### config.mk
export PLATFORM = sky130hd
export DESIGN_NAME = mdu_ctrl_flat
export DESIGN_NICKNAME = d
export VERILOG_FILES = /design/src/rtl/mdu_ctrl_if.sv /design/src/rtl/mdu_ctrl.sv /design/src/flat_wrapper.sv
export SDC_FILE = /design/constraint.sdc
export NUM_CORES = 2
export LEC_CHECK = 0
export CORE_MARGIN = 2
export CORE_UTILIZATION = 50
export CTS_CLUSTER_DIAMETER = 200
export DETAILED_ROUTE_END_ITERATION = 16
export GPL_ROUTABILITY_DRIVEN = 1
export PLACE_DENSITY = 0.67
export SLEW_MARGIN = 25
export SYNTH_ARGS = -nofsm -noshare
export SYNTH_HDL_FRONTEND = slang
export SYNTH_SLANG_ARGS = --single-unit
### constraint.sdc
create_clock -name clk -period 21.7 [get_ports clk]
set_clock_uncertainty 0.2 [all_clocks]
set_input_delay 6.51 -clock clk [delete_from_list [all_inputs] [get_ports clk]]
set_output_delay 6.51 -clock clk [all_outputs]
set_load 0.05 [all_outputs]
### src/rtl/mdu_ctrl_if.sv
// Issue/result bundle between the pipeline and the multiply/divide unit.
// The pipeline drives the master side; mdu_ctrl is the slave.
interface mdu_ctrl_if;
  logic        mdu_valid;
  logic [2:0]  mdu_op;
  logic [31:0] src_a;
  logic [31:0] src_b;
  logic        flush;
  logic        busy;
  logic [31:0] hi;
  logic [31:0] lo;
  logic        done;

  modport master (
    output mdu_valid, mdu_op, src_a, src_b, flush,
    input  busy, hi, lo, done
  );

  modport slave (
    input  mdu_valid, mdu_op, src_a, src_b, flush,
    output busy, hi, lo, done
  );
endinterface

### src/rtl/mdu_ctrl.sv
// Multiply/divide unit controller: fixed-latency multiply, 32-step restoring
// divide on magnitudes, HI/LO architectural registers with MTHI/MTLO writes.
//
// state | meaning
// IDLE  | waiting; accepts MULT/MULTU/DIV/DIVU starts and MTHI/MTLO writes
// MUL   | multiply in flight, mul counter runs MUL_LAT-1 down to 0
// DIV   | one restoring divide step per cycle, div counter 0..31
// DONE  | result committed to HI/LO, done pulse, stalled instruction retires
module mdu_ctrl #(
  parameter int MUL_LAT = 2
) (
  input logic       clk,
  input logic       resetn,
  mdu_ctrl_if.slave mdu
);

  typedef enum logic [1:0] {
    IDLE = 2'd0,
    MUL  = 2'd1,
    DIV  = 2'd2,
    DONE = 2'd3
  } state_t;

  localparam logic [2:0] OP_MULT  = 3'b001;
  localparam logic [2:0] OP_MULTU = 3'b010;
  localparam logic [2:0] OP_DIV   = 3'b011;
  localparam logic [2:0] OP_DIVU  = 3'b100;
  localparam logic [2:0] OP_MTHI  = 3'b101;
  localparam logic [2:0] OP_MTLO  = 3'b110;

  localparam logic [1:0] MUL_LOAD = 2'(MUL_LAT - 1);

  state_t      state_q, state_d;
  logic [31:0] a_q, a_d;
  logic [31:0] b_q, b_d;
  logic        sgn_q, sgn_d;
  logic [31:0] rem_q, rem_d;
  logic [31:0] quo_q, quo_d;
  logic [1:0]  mul_cnt_q, mul_cnt_d;
  logic [4:0]  div_cnt_q, div_cnt_d;
  logic [31:0] hi_q, hi_d;
  logic [31:0] lo_q, lo_d;
  logic        busy_c;
  logic        done_c;

  // Product datapath: sign-extend only for MULT, so one 64-bit multiply serves both
  logic [63:0] mul_a, mul_b, product;
  assign mul_a   = {{32{sgn_q & a_q[31]}}, a_q};
  assign mul_b   = {{32{sgn_q & b_q[31]}}, b_q};
  assign product = mul_a * mul_b;

  // Divide step: shift one dividend bit into the partial remainder, try subtract
  logic [31:0] div_mag;
  logic [32:0] rem_shift;
  logic [33:0] trial;
  logic [31:0] rem_step, quo_step;
  logic        q_neg, r_neg;
  logic [31:0] q_final, r_final;

  assign div_mag   = (sgn_q && b_q[31]) ? (32'd0 - b_q) : b_q;
  assign rem_shift = {rem_q, quo_q[31]};
  assign trial     = {1'b0, rem_shift} - {2'b00, div_mag};

  always_comb begin
    if (!trial[33]) begin
      rem_step = trial[31:0];
      quo_step = {quo_q[30:0], 1'b1};
    end else begin
      rem_step = rem_shift[31:0];
      quo_step = {quo_q[30:0], 1'b0};
    end
  end

  assign q_neg   = sgn_q & (a_q[31] ^ b_q[31]);
  assign r_neg   = sgn_q & a_q[31];
  assign q_final = q_neg ? (32'd0 - quo_step) : quo_step;
  assign r_final = r_neg ? (32'd0 - rem_step) : rem_step;

  always_comb begin
    state_d   = state_q;
    a_d       = a_q;
    b_d       = b_q;
    sgn_d     = sgn_q;
    rem_d     = rem_q;
    quo_d     = quo_q;
    mul_cnt_d = mul_cnt_q;
    div_cnt_d = div_cnt_q;
    hi_d      = hi_q;
    lo_d      = lo_q;
    busy_c    = 1'b0;
    done_c    = 1'b0;

    unique case (state_q)
      IDLE: begin
        if (mdu.mdu_valid && !mdu.flush) begin
          unique case (mdu.mdu_op)
            OP_MULT, OP_MULTU: begin
              busy_c    = 1'b1;
              state_d   = MUL;
              a_d       = mdu.src_a;
              b_d       = mdu.src_b;
              sgn_d     = (mdu.mdu_op == OP_MULT);
              mul_cnt_d = MUL_LOAD;
            end
            OP_DIV, OP_DIVU: begin
              busy_c    = 1'b1;
              state_d   = DIV;
              a_d       = mdu.src_a;
              b_d       = mdu.src_b;
              sgn_d     = (mdu.mdu_op == OP_DIV);
              rem_d     = 32'd0;
              quo_d     = ((mdu.mdu_op == OP_DIV) && mdu.src_a[31]) ?
                          (32'd0 - mdu.src_a) : mdu.src_a;
              div_cnt_d = 5'd0;
            end
            OP_MTHI: hi_d = mdu.src_a;
            OP_MTLO: lo_d = mdu.src_a;
            default: ;
          endcase
        end
      end

      MUL: begin
        busy_c = 1'b1;
        if (mdu.flush) begin
          state_d   = IDLE;
          mul_cnt_d = 2'd0;
        end else if (mul_cnt_q == 2'd0) begin
          state_d = DONE;
          hi_d    = product[63:32];
          lo_d    = product[31:0];
        end else begin
          mul_cnt_d = mul_cnt_q - 2'd1;
        end
      end

      DIV: begin
        busy_c = 1'b1;
        if (mdu.flush) begin
          state_d   = IDLE;
          div_cnt_d = 5'd0;
        end else begin
          rem_d     = rem_step;
          quo_d     = quo_step;
          div_cnt_d = div_cnt_q + 5'd1;
          if (div_cnt_q == 5'd31) begin
            state_d = DONE;
            // Zero divisor still runs the full 32 steps, then reports a fixed pattern
            if (b_q == 32'd0) begin
              hi_d = a_q;
              lo_d = 32'hFFFF_FFFF;
            end else begin
              hi_d = r_final;
              lo_d = q_final;
            end
          end
        end
      end

      DONE: begin
        done_c  = 1'b1;
        state_d = IDLE;
      end

      default: state_d = IDLE;
    endcase
  end

  always_ff @(posedge clk or negedge resetn) begin
    if (!resetn) begin
      state_q   <= IDLE;
      a_q       <= 32'd0;
      b_q       <= 32'd0;
      sgn_q     <= 1'b0;
      rem_q     <= 32'd0;
      quo_q     <= 32'd0;
      mul_cnt_q <= 2'd0;
      div_cnt_q <= 5'd0;
      hi_q      <= 32'd0;
      lo_q      <= 32'd0;
    end else begin
      state_q   <= state_d;
      a_q       <= a_d;
      b_q       <= b_d;
      sgn_q     <= sgn_d;
      rem_q     <= rem_d;
      quo_q     <= quo_d;
      mul_cnt_q <= mul_cnt_d;
      div_cnt_q <= div_cnt_d;
      hi_q      <= hi_d;
      lo_q      <= lo_d;
    end
  end

  // busy is combinational off the issue bus, so hold it low while reset is asserted
  assign mdu.busy = busy_c & resetn;
  assign mdu.done = done_c;
  assign mdu.hi   = hi_q;
  assign mdu.lo   = lo_q;

endmodule
### src/flat_wrapper.sv
// flat-port wrapper written by rule: the top's interface ports become plain ports
module mdu_ctrl_flat 
#(
  parameter int MUL_LAT = 2
)
  (clk, resetn, mdu_mdu_valid, mdu_mdu_op, mdu_src_a, mdu_src_b, mdu_flush, mdu_busy, mdu_hi, mdu_lo, mdu_done);
  mdu_ctrl_if mdu_i ();
  input logic clk;
  input logic resetn;
  input wire logic [$bits(mdu_i.mdu_valid)-1:0] mdu_mdu_valid;
  input wire logic [$bits(mdu_i.mdu_op)-1:0] mdu_mdu_op;
  input wire logic [$bits(mdu_i.src_a)-1:0] mdu_src_a;
  input wire logic [$bits(mdu_i.src_b)-1:0] mdu_src_b;
  input wire logic [$bits(mdu_i.flush)-1:0] mdu_flush;
  output wire logic [$bits(mdu_i.busy)-1:0] mdu_busy;
  output wire logic [$bits(mdu_i.hi)-1:0] mdu_hi;
  output wire logic [$bits(mdu_i.lo)-1:0] mdu_lo;
  output wire logic [$bits(mdu_i.done)-1:0] mdu_done;
  assign mdu_i.mdu_valid = mdu_mdu_valid;
  assign mdu_i.mdu_op = mdu_mdu_op;
  assign mdu_i.src_a = mdu_src_a;
  assign mdu_i.src_b = mdu_src_b;
  assign mdu_i.flush = mdu_flush;
  assign mdu_busy = mdu_i.busy;
  assign mdu_hi = mdu_i.hi;
  assign mdu_lo = mdu_i.lo;
  assign mdu_done = mdu_i.done;
  mdu_ctrl #(.MUL_LAT(MUL_LAT)) u_core (.clk(clk), .resetn(resetn), .mdu(mdu_i));
endmodule
==> flow_summary.json <==
{
  "relSlewSlack": 0.308,
  "worst_pin_slew_ps": 1030,
  "cts_tree": "done",
  "synthDistinctLibCells": 102,
  "synth_flop_cell": "dfrtp_1",
  "endpoint": "mdu_busy",
  "root_buffer": "clkbuf_16",
  "syn-num-nets": 7397,
  "antenna_found_initial": 2,
  "worstHoldPathType": "reg2reg",
  "status": "finished, final reports clean",
  "fin_crit_ps": 15830,
  "tns_ps": 0,
  "r2r_cells": 28,
  "syn_to_final_growth_pct": 6.06,
  "fin_area_sq_um": 55600,
  "clock-sinks": 202,
  "routed_wirelength_microns": 158000,
  "cp_cell_sequence": "clkdlybuf4s50_1 > nor2_1 > xnor2_1 > nand3_4 > buf_4 > a21oi_1 > clkdlybuf4s50_1",
  "place_ws_ps": 5860,
  "timing.rr.end": "u_core.mdu.hi[25]",
  "grt_max_degree": 97,
  "grt-ovfl-total": 0,
  "cpMaxStageDelayCell": "clkdlybuf4s50_1",
  "fmax_mhz": 63.2,
  "cts.clk_slew.worst_paths_ps": 60,
  "final_cell_mix": "1,161 x inv_1, 1,126 x fa_1, 927 x nand2_1",
  "htree_levels": 1,
  "io_buffers": 136,
  "end_kind": "output pin",
  "timing.rr.start": "u_core.a_q[31]",
  "rrSetupSlack_ps": 11440,
  "firstDrtPassIters": 5,
  "antenna_left": 0,
  "ys_warn_count": 0,
  "vias_per_cell": 5.67,
  "route.detailed.drc": 0,
  "grtUsageTotal": 0.300,
  "wl_per_cell_microns": 21.9,
  "setup_ws_ps": 5870,
  "syn_area_sq_um": 52400,
  "globalplace.congestion": 0.964,
  "placed_area_sq_um": 54800,
  "grt_pass1_vias": 42500,
  "ys_seq_area_frac": 0.0964,
  "ys_seq_elements": 202,
  "start_util": 0.505,
  "layout_commonest_cell": "inv_1",
  "die_w_microns": 328,
  "crit_start": "mdu_mdu_op[1]",
  "postSynthCellCount": 5944,
  "hold_viol_final": 0,
  "start_kind": "input pin",
  "ctsLongestPathBuffers": 3,
  "dp_hpwl_microns": 124000,
  "die_h_microns": 328,
  "die_area_sq_um": 107000,
  "max_cap_viol_count": 0,
  "synth_edf_count": 0,
  "cts_buffers": 24,
  "clk_latency_ps": 570,
  "final_nets": 7266,
  "async_reset_ff_frac": 1.00,
  "core_sq_um": 104000,
  "path_class": "in2out",
  "vias": 40900,
  "cts_setup_buffers": 0,
  "max_stage_delay_ps": 740,
  "drv_slew": 0,
  "crit_required_ps": 14990,
  "hold_slack_ps": 277,
  "final.period_utilization": 0.729,
  "finalSetupViolCount": 0,
  "syn_avg_cell_area_sq_um": 8.82,
  "grt_first_pass_wirelength_microns": 249000,
  "drive_gt1_frac": 0.0441,
  "post_cts_resized": 0,
  "rsz0062_at_grt": "false",
  "pin_count": 137,
  "critPathArrivalTime_ps": 9120,
  "path_max_fanout": 67,
  "drtIter0Drc": 3216,
  "cpMostUsedCell": "clkdlybuf4s50_1",
  "rows": 118,
  "cts_hold_buf": 0
}
[layer usage]
metal | part of all wire | vias to the layer above | global-route usage
li1 | - | 17800 | -
met1 | 0.40 | 21200 | 0.401
met2 | 0.48 | 1525 | 0.500
met5 | 0 | - | 0
met4 | 0.055 | 0 | 0.128
met3 | 0.062 | 373 | 0.0318
[kinds of logic (layout without fill, tap and decap cells)]
family	after synthesis	in the layout	synth area share
buffers and inverters	1548	1435	0.112
flip-flops	202	202	0.0964
other	0	3	0
AND/OR/NAND/NOR	1752	1752	0.155
XOR/XNOR	209	209	0.0349
AO/OA/AOI/OAI	769	769	0.0932
adder cells (fa/ha/maj)	1382	1382	0.491
multiplexers	82	82	0.0172
[stage by stage]
stage	utilization	instances
finish	0.536	7214
global route	0.536	7211
CTS	0.536	7211
detailed placement	0.528	7167
global placement	0.527	7167
floorplan	-	5944
[worst min path at each step]
stage	startpoint	to	slack [ps]	depth (start not counted)
finish	u_core.mdu.lo[13]	u_core.mdu.lo[13]	280	1
global route	u_core.mdu.lo[30]	u_core.mdu.lo[30]	290	1
CTS	u_core.mdu.lo[13]	u_core.mdu.lo[13]	280	1
detailed placement	u_core.mdu.lo[13]	u_core.mdu.lo[13]	270	1
global placement	u_core.mdu.lo[17]	u_core.mdu.lo[17]	260	1
floorplan	u_core.rem_q[31]	u_core.rem_q[31]	270	2
[critical path, delay by kind of cell]
family	cells	cell delay [ps]
AO/OA/AOI/OAI	1	160
XOR/XNOR	1	180
buffers and inverters	3	2040
AND/OR/NAND/NOR	2	200
[synth_stat cells (all sizes together) (9+ instances only)]
| master | number | share of area |
|---|---|---|
| or3 | 25 | 0.0031 |
| nor2 | 201 | 0.014 |
| fa | 1126 | 0.43 |
| a211oi | 28 | 0.0041 |
| nand2b | 34 | 0.0041 |
| mux2i | 15 | 0.0029 |
| nor4 | 19 | 0.0027 |
| a221oi | 21 | 0.0035 |
| o21ai | 230 | 0.022 |
| xnor2 | 128 | 0.021 |
| ha | 256 | 0.061 |
| o31ai | 42 | 0.0064 |
| clkbuf | 314 | 0.023 |
| a31oi | 28 | 0.0036 |
| nor3 | 46 | 0.0044 |
| a21o | 65 | 0.0094 |
| nand2 | 928 | 0.066 |
| buf | 71 | 0.0065 |
| o211ai | 14 | 0.0020 |
| nor2b | 11 | 0.0013 |
| o21bai | 13 | 0.0019 |
| and2 | 354 | 0.042 |
| inv | 1163 | 0.083 |
| mux2 | 67 | 0.014 |
| o21a | 15 | 0.0021 |
| a311oi | 11 | 0.0020 |
| nand3 | 43 | 0.0041 |
| a22o | 9 | 0.0015 |
| and3 | 36 | 0.0044 |
| nand4 | 16 | 0.0019 |
| o41ai | 11 | 0.0023 |
| or4 | 11 | 0.0016 |
| or2 | 9 | 0.0011 |
| dfrtp | 202 | 0.096 |
| a21oi | 218 | 0.021 |
| xor2 | 81 | 0.014 |
[final cells by class]
class | instances | area (sq um)
Inverter | 1163 | 4370
Fill cell | 9499 | 48200
Multi-Input combinational cell | 4194 | 41500
Clock inverter | 12 | 186
Sequential cell | 202 | 5060
Tap cell | 1380 | 1730
Clock buffer | 32 | 671
Timing Repair Buffer | 228 | 2060
Antenna cell | 3 | 7.51
[sequential cells by signal (all words and copies together), names as in the netlist]
| signal | count |
|---|---|
| u_core.div_cnt_q | 5 |
| u_core.rem_q | 32 |
| u_core.mdu.lo | 32 |
| u_core.b_q | 32 |
| u_core.sgn_q | 1 |
| u_core.mul_cnt_q | 2 |
| u_core.quo_q | 32 |
| u_core.a_q | 32 |
| u_core.mdu.hi | 32 |
| u_core.state_q | 2 |
Power is left out: the tool's default activity adds up to more than one toggle a clock period on the data nets, which glitch-free logic cannot reach.
